**src/rtl/ternary_pingpong_sequencer.sv**
```systemverilog
// Multi-buffer ring sequencer: lets the loader fill one SRAM buffer while the engine streams another.
// Optional stall-cycle performance counter enabled by defining TFAB_SEQ_PERF_EN.
module ternary_pingpong_sequencer #(
    parameter int ADDR_WIDTH = 12,
    parameter int NUM_BUF    = 2,
    parameter int BUF_WORDS  = 2048,
    parameter int IDX_W      = $clog2(NUM_BUF)
) (
    input  logic                  clk,
    input  logic                  reset,
    input  logic [ADDR_WIDTH-1:0] cfg_depth,
    input  logic [7:0]            cfg_stride,
    input  logic [15:0]           cfg_frames,
    input  logic                  start,
    input  logic                  abort,
    input  logic                  ld_commit,
    output logic [IDX_W-1:0]      ld_buf,
    output logic                  ld_full,
    output logic [ADDR_WIDTH-1:0] rd_addr,
    output logic                  rd_en,
    output logic                  eng_enable,
    output logic                  eng_last,
    output logic                  frame_done,
    output logic                  busy,
    output logic [15:0]           frame_count,
    output logic                  err_overflow,
    output logic [31:0]           stall_cycles
);

    localparam int OFF_W = $clog2(BUF_WORDS);
    localparam logic [IDX_W:0]      FULL_FILL   = (IDX_W+1)'(NUM_BUF);
    localparam logic [ADDR_WIDTH:0] DEPTH_MAX   = (ADDR_WIDTH+1)'(BUF_WORDS);
    localparam logic [ADDR_WIDTH:0] DEPTH_ONE   = (ADDR_WIDTH+1)'(1);

    typedef enum logic [1:0] {IDLE, WAIT_BUF, STREAM, DRAIN} state_t;

    state_t                state;
    logic [IDX_W-1:0]      wr_ptr;
    logic [IDX_W-1:0]      rd_ptr;
    logic [IDX_W:0]        fill;
    logic [ADDR_WIDTH-1:0] depth_m1;
    logic [7:0]            stride;
    logic [15:0]           frames;
    logic [ADDR_WIDTH-1:0] word;
    logic [OFF_W-1:0]      offset;
    logic                  rd_last;

    logic [ADDR_WIDTH:0]   depth_eff;
    logic [7:0]            stride_eff;
    logic [OFF_W-1:0]      next_offset;
    logic [ADDR_WIDTH-1:0] base_addr;
    logic                  flush;
    logic                  release_buf;
    logic                  commit_ok;
    logic                  last_frame;

    always_comb begin
        depth_eff = {1'b0, cfg_depth};
        if (cfg_depth == '0)
            depth_eff = DEPTH_ONE;
        else if ({1'b0, cfg_depth} > DEPTH_MAX)
            depth_eff = DEPTH_MAX;
    end

    assign stride_eff  = (cfg_stride == 8'd0) ? 8'd1 : cfg_stride;
    // Power-of-two buffer size makes the in-buffer wrap a plain truncation.
    assign next_offset = offset + OFF_W'(stride);
    assign base_addr   = ADDR_WIDTH'(rd_ptr) << OFF_W;

    assign flush       = abort && (state != IDLE);
    assign release_buf = (state == DRAIN) && !abort;
    assign commit_ok   = ld_commit && ((fill != FULL_FILL) || release_buf) && !flush;
    assign last_frame  = (frames != 16'd0) && (({1'b0, frame_count} + 17'd1) == {1'b0, frames});

    assign ld_buf  = wr_ptr;
    assign ld_full = (fill == FULL_FILL);
    assign busy    = (state != IDLE);

    always_ff @(posedge clk or posedge reset) begin
        if (reset) begin
            wr_ptr       <= '0;
            rd_ptr       <= '0;
            fill         <= '0;
            err_overflow <= 1'b0;
        end else if (flush) begin
            wr_ptr <= '0;
            rd_ptr <= '0;
            fill   <= '0;
        end else begin
            if (commit_ok)
                wr_ptr <= wr_ptr + IDX_W'(1);
            if (release_buf)
                rd_ptr <= rd_ptr + IDX_W'(1);
            if (commit_ok && !release_buf)
                fill <= fill + (IDX_W+1)'(1);
            else if (!commit_ok && release_buf)
                fill <= fill - (IDX_W+1)'(1);
            if (ld_commit && !commit_ok)
                err_overflow <= 1'b1;
        end
    end

    always_ff @(posedge clk or posedge reset) begin
        if (reset) begin
            state       <= IDLE;
            depth_m1    <= '0;
            stride      <= '0;
            frames      <= '0;
            word        <= '0;
            offset      <= '0;
            rd_last     <= 1'b0;
            rd_addr     <= '0;
            rd_en       <= 1'b0;
            eng_enable  <= 1'b0;
            eng_last    <= 1'b0;
            frame_done  <= 1'b0;
            frame_count <= '0;
        end else begin
            frame_done <= 1'b0;
            eng_enable <= rd_en;
            eng_last   <= rd_en && rd_last;
            if (flush) begin
                state      <= IDLE;
                rd_en      <= 1'b0;
                rd_last    <= 1'b0;
                eng_enable <= 1'b0;
                eng_last   <= 1'b0;
            end else begin
                case (state)
                    IDLE: begin
                        if (start && !abort) begin
                            depth_m1    <= ADDR_WIDTH'(depth_eff - DEPTH_ONE);
                            stride      <= stride_eff;
                            frames      <= cfg_frames;
                            frame_count <= '0;
                            state       <= WAIT_BUF;
                        end
                    end
                    WAIT_BUF: begin
                        if (fill != '0) begin
                            word    <= '0;
                            offset  <= '0;
                            rd_addr <= base_addr;
                            rd_en   <= 1'b1;
                            rd_last <= (depth_m1 == '0);
                            state   <= STREAM;
                        end
                    end
                    STREAM: begin
                        if (word == depth_m1) begin
                            rd_en      <= 1'b0;
                            rd_last    <= 1'b0;
                            frame_done <= 1'b1;
                            state      <= DRAIN;
                        end else begin
                            word    <= word + ADDR_WIDTH'(1);
                            offset  <= next_offset;
                            rd_addr <= base_addr | ADDR_WIDTH'(next_offset);
                            rd_en   <= 1'b1;
                            rd_last <= ((word + ADDR_WIDTH'(1)) == depth_m1);
                        end
                    end
                    DRAIN: begin
                        if (frame_count != 16'hFFFF)
                            frame_count <= frame_count + 16'd1;
                        state <= last_frame ? IDLE : WAIT_BUF;
                    end
                    default: state <= IDLE;
                endcase
            end
        end
    end

`ifdef TFAB_SEQ_PERF_EN
    // Counts only true starvation: waiting for the loader with an empty ring.
    always_ff @(posedge clk or posedge reset) begin
        if (reset)
            stall_cycles <= '0;
        else if (state == IDLE && start && !abort)
            stall_cycles <= '0;
        else if (state == WAIT_BUF && fill == '0 && !abort && stall_cycles != 32'hFFFF_FFFF)
            stall_cycles <= stall_cycles + 32'd1;
    end
`else
    assign stall_cycles = 32'd0;
`endif

endmodule

```
**config.mk**
```make
export PLATFORM = sky130hd
export DESIGN_NAME = ternary_pingpong_sequencer
export DESIGN_NICKNAME = d
export VERILOG_FILES = /design/src/rtl/ternary_pingpong_sequencer.sv
export SDC_FILE = /design/constraint.sdc
export NUM_CORES = 1
export LEC_CHECK = 0
export ABC_AREA = 0
export BUFFER_PORTS_ARGS = -buffer_cell sky130_fd_sc_hd__buf_2
export CORE_MARGIN = 8
export CORE_UTILIZATION = 45
export DETAILED_ROUTE_END_ITERATION = 7
export GPL_ROUTABILITY_DRIVEN = 0
export PLACE_DENSITY_LB_ADDON = 0.1
export RECOVER_POWER = 50
export SYNTH_ARGS = -nofsm -noshare
export SYNTH_HDL_FRONTEND = slang
export SYNTH_SLANG_ARGS = --single-unit
export TNS_END_PERCENT = 10
```
**constraint.sdc**
```tcl
create_clock -name clk -period 6.8 [get_ports clk]
set_input_delay 0.34 -clock clk [delete_from_list [all_inputs] [get_ports clk]]
set_output_delay 0.34 -clock clk [all_outputs]
set_load 0.01 [all_outputs]
```
# After elaboration in Yosys (flattened, before gate mapping)
# Index checks and enable logic that the tools add are counted.
dict set report word_totals {
  regBits 99
  in_bits 41
  output_inout_bits 68
  wordCells 120
}
dict set report classes {
  n_addsub 9
  order_cmp 1
  eq_ne 16
  n_mux 41
  bitwise 2
  n_reduce_logical 34
}
# cell count
set ops {}
lappend ops {{$mux 12} 6}
lappend ops {{$pmux 12 s2} 2}
lappend ops {{$mux 16} 2}
lappend ops {{$pmux 16 s2} 1}
lappend ops {{$eq 12x12->1} 2}
lappend ops {{$logic_not 12->1} 2}
lappend ops {{$mux 11} 2}
lappend ops {{$pmux 11 s2} 1}
lappend ops {{$add 16x1->17 const B} 1}
lappend ops {{$eq 17x16->1} 1}
lappend ops {{$add 16x1->16 const B} 1}
lappend ops {{$mux 1} 16}
lappend ops {{$ne 16x16->1 const B} 1}
lappend ops {{$reduce_bool 16->1} 1}
lappend ops {{$mux 2} 7}
lappend ops {{$add 12x1->12 const B} 1}
lappend ops {{$gt 12x12->1 const B} 1}
lappend ops {{$or 12x11->12} 1}
lappend ops {{$reduce_bool 2->1} 6}
lappend ops {{$sub 12x1->12 const B} 1}
lappend ops {{$add 11x8->11} 1}
lappend ops {{$logic_and 1x1->1} 10}
lappend ops {{$ne 3x3->1 const B} 3}
lappend ops {{$logic_not 8->1} 1}
lappend ops {{18 further kinds} 32}

# Depth between registers and ports, before layout
# Gate-level depths: netlist (run 1).
dict set report depth {
  ltp_word 10
  depth_mapped 9
  ltp_nobuf 9
}

# Worst setup path before layout (run 1)
# OpenSTA, ideal clock, no wires.
dict set report synth_timing {
  path_kind {register to register}
  from {register frame_count[0]}
  to {register state[0]}
  setup_time_ns 0.135
  arrival_time_ns 2.210
  required_time_ns 6.665
  slack_ns 4.455
  path_stages_with_launch 8
  path_buffers 0
  period_less_slack_ns 2.345
  path_cell_list {dfrtp_1 > ha_1 > nand3_1 > or4_4 > a311oi_1 > nand4_1 > a2111oi_2 > o21ai_1}
}
dict set report synth_via {
  elab_chain_cells 6
}
# item line
set synth_rtl {}
lappend synth_rtl {{start: declaration} 25} ;# output logic [15:0] frame_count,
lappend synth_rtl {{start signal: assignment} 165} ;# frame_count <= frame_count + 16'd1;
lappend synth_rtl {{$add 16x1->17} 73} ;# assign last_frame = (frames != 16'd0) && (({1'b0, frame_count} + 17'd1) == {1'b0, frames});
lappend synth_rtl {{$eq 17x16->1} 73}
lappend synth_rtl {{$logic_and 1x1->1} 73}
lappend synth_rtl {{$mux 1} 166} ;# state <= last_frame ? IDLE : WAIT_BUF;
lappend synth_rtl {{$pmux 2 s4} 129} ;# case (state)
lappend synth_rtl {{$mux 2} 122} ;# if (flush) begin
lappend synth_rtl {{end signal: assignment} 166}
lappend synth_rtl {{end: declaration} 37} ;# state_t state;
# Every way passes these cells.
# A chain may end at the register's enable or synchronous reset.

==> run metrics, run 1 <==
status finished, violations left; failing checks capacitance limit, slew limit; crit-path max FO between 50 and 60; Synth Cell Area 5730 um^2; max_slew headroom -89.8%; synth unique cells between 60 and 70; clk sink count 88; DRT antenna net count 0; adder and majority cell fraction of the synthesized area under 10%; Yosys top cell by area dfrtp_1; main area contributors after synthesis dfrtp_1, xnor2_1, mux2_2, o21ai_0, buf_4; synth cell count leaders dfrtp_1, nand2_1, o21ai_0; simple-gate share of the synthesized area around a fifth; mux cell area share after synthesis around 5.2%; initial antenna violation count 0; layout cells sized above 1 15.5%; CTS tree built; post-layout total power approximately 2.2 mW; vias in the first global route 4627; PortBufs between 70 and 80; Setup CP Type in2async; Startpoint Class input port; Synth Area per Inst between 9 and 10 um^2; chip height 129 um; chip width approximately 130 um; # resized after CTS 0; first-pass GRT wire length 23.6 mm; RSZ-0062 raised after global routing no; cells after synthesis around 630; XOR/XNOR Fraction of Synth Area between 8 and 9%; Initial Util around 46%; core area 12500 um^2; Yosys reg bits just under 90; cell leakage power about 2.7 nW; grt ovf 0; Nets 740; clock slew at reported path FFs 60 ps; final wirelength around 14 mm; Setup Skew around 8.8 ps; most common cell in the netlist dfrtp_1; Vias around 4700; CP arrival ~3500 ps; # H-tree levels 3; I/O pin total 109; Setup WS post-layout just over 3000 ps; pre-CTS setup slack between 3000 and 4000 ps; # rows approximately 40; die area around 17000 um^2; cell count after placement between 800 and 900; final setup vio count 0; Non-Filler Instances roughly 860; fin. max-slew vios between 90 and 100; top-area cell type share of the netlist area approximately 38%; WP data required 6630 ps; GR Util All Layers ~18%; Post-route DRC 0; TNS Setup 0 ps; sequential fraction of the synthesis area about two fifths; period utilisation layout 54.4%; TritonCTS Buffers 9; CP Capture Type asynchronous set/reset pin; pin count of the biggest net entering global routing 55; clock latency on the worst-skew pair 350 ps; final core utilization between 50% and 60%; post-DP HPWL approximately 11 mm; Placed Area 6080 um^2; pwr dens 355 nW/um^2; # hold bufs at CTS 0; fin crit period between 3000 and 4000 ps; largest family of logic cells by synthesized area simple AND/OR/NAND/NOR gates; average wire per standard cell roughly 17 um; Post-synth EDFFs 0; Post-CTS Setup Repair Bufs 0; clk buf depth 2; antenna cells 0; Synth Area in Compound Gates about 17%; Area Overhead vs Synth 10.4%; Top FF cell, synth dfrtp_1; Synth async-reset ratio 100%; Fmax about 0.27 GHz; MaxCap Viol Count 2; synth warn 0; Max IR drop VDD approximately 0.19 mV; Worst Tran Pin Value between 2000 and 3000 ps; CTS root buf clkbuf_16; Design Area, Final ~6300 um^2; Fin. Hold Viols 0; detail-routed via count per cell between 5 and 6; initial drt markers roughly 350; # fillers roughly 1300; Initial DRT Pass Iterations 5; Hold Crit Class in2reg; Final Hold Slack roughly 230 ps
routing by layer:
metal	global-route usage, %	part of all wire (%)
met5	0	0
met1	25.3	49
met4	7.12	1.7
met2	25.4	42
met3	3.85	6.5
flip-flops by register name, summed over array words and instances (netlist names), 2 cells and up:
signal and count:
stride 8, rd_addr 12, frame_count 16, frames 16, state 2, fill 2
word 12, depth_m1 12
final cells by class:
type / count / area (um^2) / area share (%)
Clock buffer: 10 / 229 / 3.62
Clock inverter: 4 / 47.5 / 0.752
Tap cell: 172 / 215 / 3.40
Timing Repair Buffer: 78 / 360 / 5.70
Inverter: 18 / 68.8 / 1.09
Multi-Input combinational cell: 487 / 3200 / 50.6
Sequential cell: 88 / 2200 / 34.8
power by group:
part | internal (mW) | total (mW) | switching (mW)
logic | 0.391 | 0.884 | 0.492
registers | 0.689 | 0.879 | 0.190
clock network | 0.279 | 0.481 | 0.202
worst max-delay path, stage by stage:
cell	delay, ps
buf_2	100
clkinvlp_2	930
clkbuf_1	2090
layout by cell type (no fill, tap or decap), types with 22 or more instances in the layout:
cell type / n
buf_2: 51
clkbuf_1: 27
conb_1: 32
dfrtp_1: 88
mux2_2: 24
nand2_1: 55
nor2_1: 38
o21ai_0: 49
xnor2_1: 31
xor2_1: 22
path summary, 6_finish.rpt:
path                                              endpoint                startpoint  slack [ps]  depth (start not counted)
worst max-delay path            frame_count[4]$_DFFE_PP0P_                     reset        3100                          3
worst min-delay path                frames[14]$_DFFE_PP0P_            cfg_frames[14]         230                          2
worst max register to register      rd_addr[9]$_DFFE_PP0P_      state[0]$_DFFE_PP0P_        3760                          8
worst min register to register    err_overflow$_DFFE_PP0P_  err_overflow$_DFFE_PP0P_         470                          1
max in group clk                    rd_addr[9]$_DFFE_PP0P_      state[0]$_DFFE_PP0P_        3760                          8
min in group asynchronous       frame_count[6]$_DFFE_PP0P_                     reset         380                          2
kinds of logic after synthesis:
logic type	Yosys count
buf+inv	81
other cells	1
compound gates	145
simple gates	213
mux	27
fa+ha+maj	17
flops	88
xor+xnor	53
Power figures use the tool's default switching activity.
==> run 2: changes to the inputs <==
clock period = 3.9 ns   (was 6.8 ns; I/O delays follow)
==> run metrics, run 2 (synthesis results as in run 1) <==
average wire per standard cell roughly 17 um; Hold Crit Class in2reg; TritonCTS Buffers 9; chip width 129 um; pre-CTS setup slack roughly 1100 ps; # H-tree levels 3; Vias ~4800; fin. max-slew vios a little under 60; Setup CP Type reg2reg; first-pass GRT wire length ~23 mm; core area 12500 um^2; cell count after placement ~850; Fmax ~0.35 GHz; # rows 41; Startpoint Class flip-flop; post-DP HPWL about 11 mm; Area Overhead vs Synth 11.7%; layout cells sized above 1 roughly 16%; CP Capture Type flip-flop; Hold Path Depth 2; RSZ-0062 raised after global routing no; final setup vio count 0; initial antenna violation count 0; CTS tree built; Max IR drop VDD between 0.3 and 0.4 mV; Post-CTS Setup Repair Bufs 0; period utilisation layout between 70% and 80%; CP arrival approximately 3100 ps; clock latency on the worst-skew pair ~350 ps; clk sink count 88; fin crit period 2840 ps; most common cell after layout, fill and taps aside dfrtp_1; Nets between 700 and 800; cell leakage power 2.79 nW; pwr dens about 630 nW/um^2; post-layout total power 4.06 mW; commonest cells after routing, fill and taps aside dfrtp_1, nand2_1, buf_2, o21ai_0, nor2_1; grt ovf 0; PortBufs 76; DRT antenna net count 0; Initial DRT Pass Iterations 5; Initial Util between 40% and 50%; # fillers 1239; # resized after CTS 0; Setup WS post-layout roughly 1100 ps; Fin. Hold Viols 0; # hold bufs at CTS 0; WP data required approximately 4200 ps; CTS root buf clkbuf_16; final wirelength around 14 mm; die area between 15000 and 20000 um^2; antenna cells 0; pin count of the biggest net entering global routing 59; vias in the first global route ~4500; R2R cell count 8; crit-path max FO 15; r2r startpoint state[1]$_DFFE_PP0P_; Post-route DRC 0; chip height between 100 and 150 um; MaxCap Viol Count 1; max_slew headroom -73.4%; hold path start cfg_frames[6]; clock slew at reported path FFs 60 ps; detail-routed via count per cell about 5.6; Worst Tran Pin Value between 2000 and 3000 ps; R2R setup slack 1060 ps; hold worst-path end frames[6]$_DFFE_PP0P_; initial drt markers between 300 and 400; status finished, violations left; failing checks capacitance limit, slew limit; RR Endpoint rd_addr[10]$_DFFE_PP0P_; Final Hold Slack roughly 75 ps; GR Util All Layers 17.4%; Setup Skew between 6 and 7 ps; Non-Filler Instances around 860; I/O pin total ~110; biggest regs frame_count x16, frames x16; clk buf depth 2; TNS Setup 0 ps
run 2: cell count changes in the layout (fill, tap and decap cells not counted):
| cell | before | now |
|---|---|---|
| buf_4 | 1 | 4 |
| clkbuf_1 | 27 | 24 |
| clkinv_4 | 0 | 2 |
| buf_2 | 51 | 52 |
| bufinv_16 | 1 | 2 |
| clkbuf_8 | 0 | 1 |
| clkinv_2 | 2 | 1 |
| clkinvlp_4 | 1 | 0 |
| inv_6 | 0 | 1 |
run 2: area by class of cell:
cell class              instances  area, um^2  share of cell area (%)
multi-input cells             487        3200                    50.0
flip-flops and latches         88        2200                    34.4
repair buffers                 80         380                    5.95
clock buffers                  10         239                    3.74
well taps                     172         215                    3.36
clock inverters                 6        91.3                    1.43
inverters                      18        68.8                    1.08
run 2: through the flow:
step,area (um^2),utilization (%)
2_1_floorplan,5840,-
3_3_place_gp,6100,48.7
3_5_place_dp,6100,48.7
4_1_cts,6430,51.3
5_1_grt,6400,51.1
6_report,6400,51.1
run 2: how the worst max path moves through the flow:
| stage | start | to | slack (ps) | cells past startpoint |
|---|---|---|---|---|
| after floorplan | reset | depth_m1[0]$_DFFE_PP0P_ | 1430 | 1 |
| after global routing | state[1]$_DFFE_PP0P_ | rd_addr[10]$_DFFE_PP0P_ | 800 | 8 |
| final | state[1]$_DFFE_PP0P_ | rd_addr[10]$_DFFE_PP0P_ | 1060 | 8 |
| after detailed placement | state[1]$_DFFE_PP0P_ | rd_addr[10]$_DFFE_PP0P_ | 1130 | 8 |
| after global placement | state[1]$_DFFE_PP0P_ | rd_addr[9]$_DFFE_PP0P_ | 1290 | 8 |
| after CTS | state[1]$_DFFE_PP0P_ | rd_addr[10]$_DFFE_PP0P_ | 1090 | 8 |
run 2: metal layers:
metal	vias to the layer above	share of wire [%]	global-route usage (%)
li1	2321	-	-
met2	175	42	24.5
met3	15	7.4	4.34
met1	2279	49	25.1
met5	-	0	0
met4	0	1.5	6.36
run 2: worst max-delay path: stages (launching register included):
cell and delay [ps]:
dfrtp_1 420, inv_1 120, ha_1 250, or3b_2 260
nand2_1 170, nor2_1 380, nand2_1 390, or4_1 610
a21oi_1 150
run 2: power breakdown:
group	internal [mW]	total (mW)	leakage, nW	switching, mW
logic	0.696	1.56	1.49	0.862
clock network	0.582	0.958	0.163	0.375
registers	1.20	1.54	1.13	0.342
total	2.48	4.06	2.79	1.58
==> run 3: changes to the inputs <==
ABC_AREA = 1   (was 0)
clock period = 2.52 ns   (was 3.9 ns; I/O delays follow)
==> run metrics, run 3 <==
status finished clean; WP data required 2800 ps; initial antenna violation count 0; CTS tree built; Top FF cell, synth dfrtp_1; Post-CTS Setup Repair Bufs 0; layout cells sized above 1 14.6%; Area Overhead vs Synth 14.3%; period utilisation layout 87.7%; Yosys reg bits between 80 and 90; Setup CP Type reg2reg; Fmax between 0.4 and 0.5 GHz; Post-route DRC 0; cells after synthesis 815; TritonCTS Buffers 9; pin count of the biggest net entering global routing between 80 and 90; Vias ~5500; Design Area, Final 6810 um^2; die area around 17000 um^2; max_slew headroom 17.9%; Worst Tran Pin Value around 1200 ps; average wire per standard cell about 14 um; Max IR drop VDD between 0.4 and 0.5 mV; most common cell in the netlist nand2_1; Post-synth EDFFs 0; DRT antenna net count 0; I/O pin total between 100 and 150; biggest regs frame_count x16, frames x16; main area contributors after synthesis dfrtp_1, nand2_1, nand3_1, inv_1, buf_4; # H-tree levels 3; antenna cells 0; synth unique cells 48; Synth Cell Area slightly below 6000 um^2; MaxCap Viol Count 0; synth warn 0; Synth Area per Inst between 7 and 8 um^2; Setup Skew about 11 ps; clk buf depth 2; final core utilization a little over half; post-DP HPWL around 12 mm; synth cell count leaders nand2_1, dfrtp_1, inv_1; clock slew at reported path FFs approximately 60 ps; cell leakage power roughly 3.4 nW; GR Util All Layers 18.5%; chip height 131 um; final wirelength around 15 mm; # resized after CTS 0; TNS Setup 0 ps; top-area cell type share of the netlist area 37.0%; first-pass GRT wire length ~25 mm; sequential fraction of the synthesis area a little under two fifths; Startpoint Class flip-flop; RSZ-0062 raised after global routing no; CP Capture Type flip-flop; grt ovf 0; commonest cells after routing, fill and taps aside nand2_1, dfrtp_1, inv_1, nand3_1, buf_2; chip width 131 um; PortBufs 76; final setup vio count 0; vias in the first global route between 5000 and 6000; Hold Crit Class in2reg; clk sink count 88; detail-routed via count per cell 5.01; pwr dens just under 900 nW/um^2; clock latency on the worst-skew pair about 350 ps; crit-path max FO 28; Initial Util around 46%; CTS root buf clkbuf_16; CP arrival approximately 2500 ps; Fin. Hold Viols 0; Synth async-reset ratio 100%; initial drt markers 392; Initial DRT Pass Iterations 4; Placed Area ~6400 um^2; Nets 968; fin crit period about 2200 ps; most common cell after layout, fill and taps aside nand2_1; post-layout total power 6.06 mW; # rows 42; Yosys top cell by area dfrtp_1; fin. max-slew vios 0; core area between 10000 and 15000 um^2
run 3: what timing repair did:
item,in CTS,in global routing
setup endpoints to repair,0,0
hold endpoints to repair,99,0
hold buffers,12,0
run 3: path summary, 6_finish.rpt:
kind                                    startpoint                      end  slack [ps]  cells after the start
setup / recovery              state[1]$_DFFE_PP0P_     word[11]$_DFFE_PP0P_         310                     13
hold / removal                       cfg_frames[2]    frames[2]$_DFFE_PP0P_           1                      3
setup reg to reg              state[1]$_DFFE_PP0P_     word[11]$_DFFE_PP0P_         310                     13
hold reg to reg            rd_addr[11]$_DFFE_PP0P_  rd_addr[11]$_DFFE_PP0P_         470                      2
max in group asynchronous                    reset      word[2]$_DFFE_PP0P_         980                      4
min in group asynchronous                    reset        rd_en$_DFFE_PP0P_         740                      4
run 3: cell type report:
type	count	area [um^2]
clock buffers	12	236
clock inverters	3	43.8
fillers	1307	6280
inverters	88	333
multi-input cells	625	3220
flip-flops and latches	88	2200
well taps	176	220
repair buffers	98	552
run 3: critical path, stage by stage, from the launching register on:
cell and delay (ps):
dfrtp_1 430, inv_1 110, ha_1 190, inv_1 130, nor3_1 80, nor2_1 110, inv_2 60, a21oi_2 140
inv_2 60, nor2_4 110, clkinv_2 320, o21bai_1 250, inv_1 60, nor2_1 90
run 3: layer usage:
metal | up-vias | track usage [%] | routed length (um)
li1 | 2756 | - | -
met1 | 2584 | 21.9 | 6620
met2 | 102 | 32.6 | 7540
met3 | 20 | 3.73 | 733
met4 | 0 | 6.35 | 235
met5 | - | 0 | 0
run 3: report_power, final:
part,switching (mW),internal [mW]
clock,0.539,0.764
combinational,1.62,0.917
sequential,0.377,1.84
run 3: cell families (layout without fill, tap and decap cells):
| logic type | after synthesis | count (layout) | share of synthesized area [%] |
|---|---|---|---|
| fa+ha+maj | 17 | 17 | 3.70 |
| other cells | 1 | 32 | 0.0630 |
| buf+inv | 133 | 201 | 10.9 |
| simple gates | 434 | 434 | 32.5 |
| compound gates | 108 | 108 | 10.8 |
| xor+xnor | 34 | 34 | 5.00 |
| flops | 88 | 88 | 37.0 |
run 3: per-stage QoR:
step / cells / worst slack, ps / hold WS [ps]
3_3_place_gp: 1063 / 342 / 270
5_1_grt: 1090 / 60.2 / 4.74
2_1_floorplan: 846 / 115 / 236
3_5_place_dp: 1063 / 313 / 269
6_report: 1090 / 309 / 1.07
4_1_cts: 1090 / 299 / 0.734
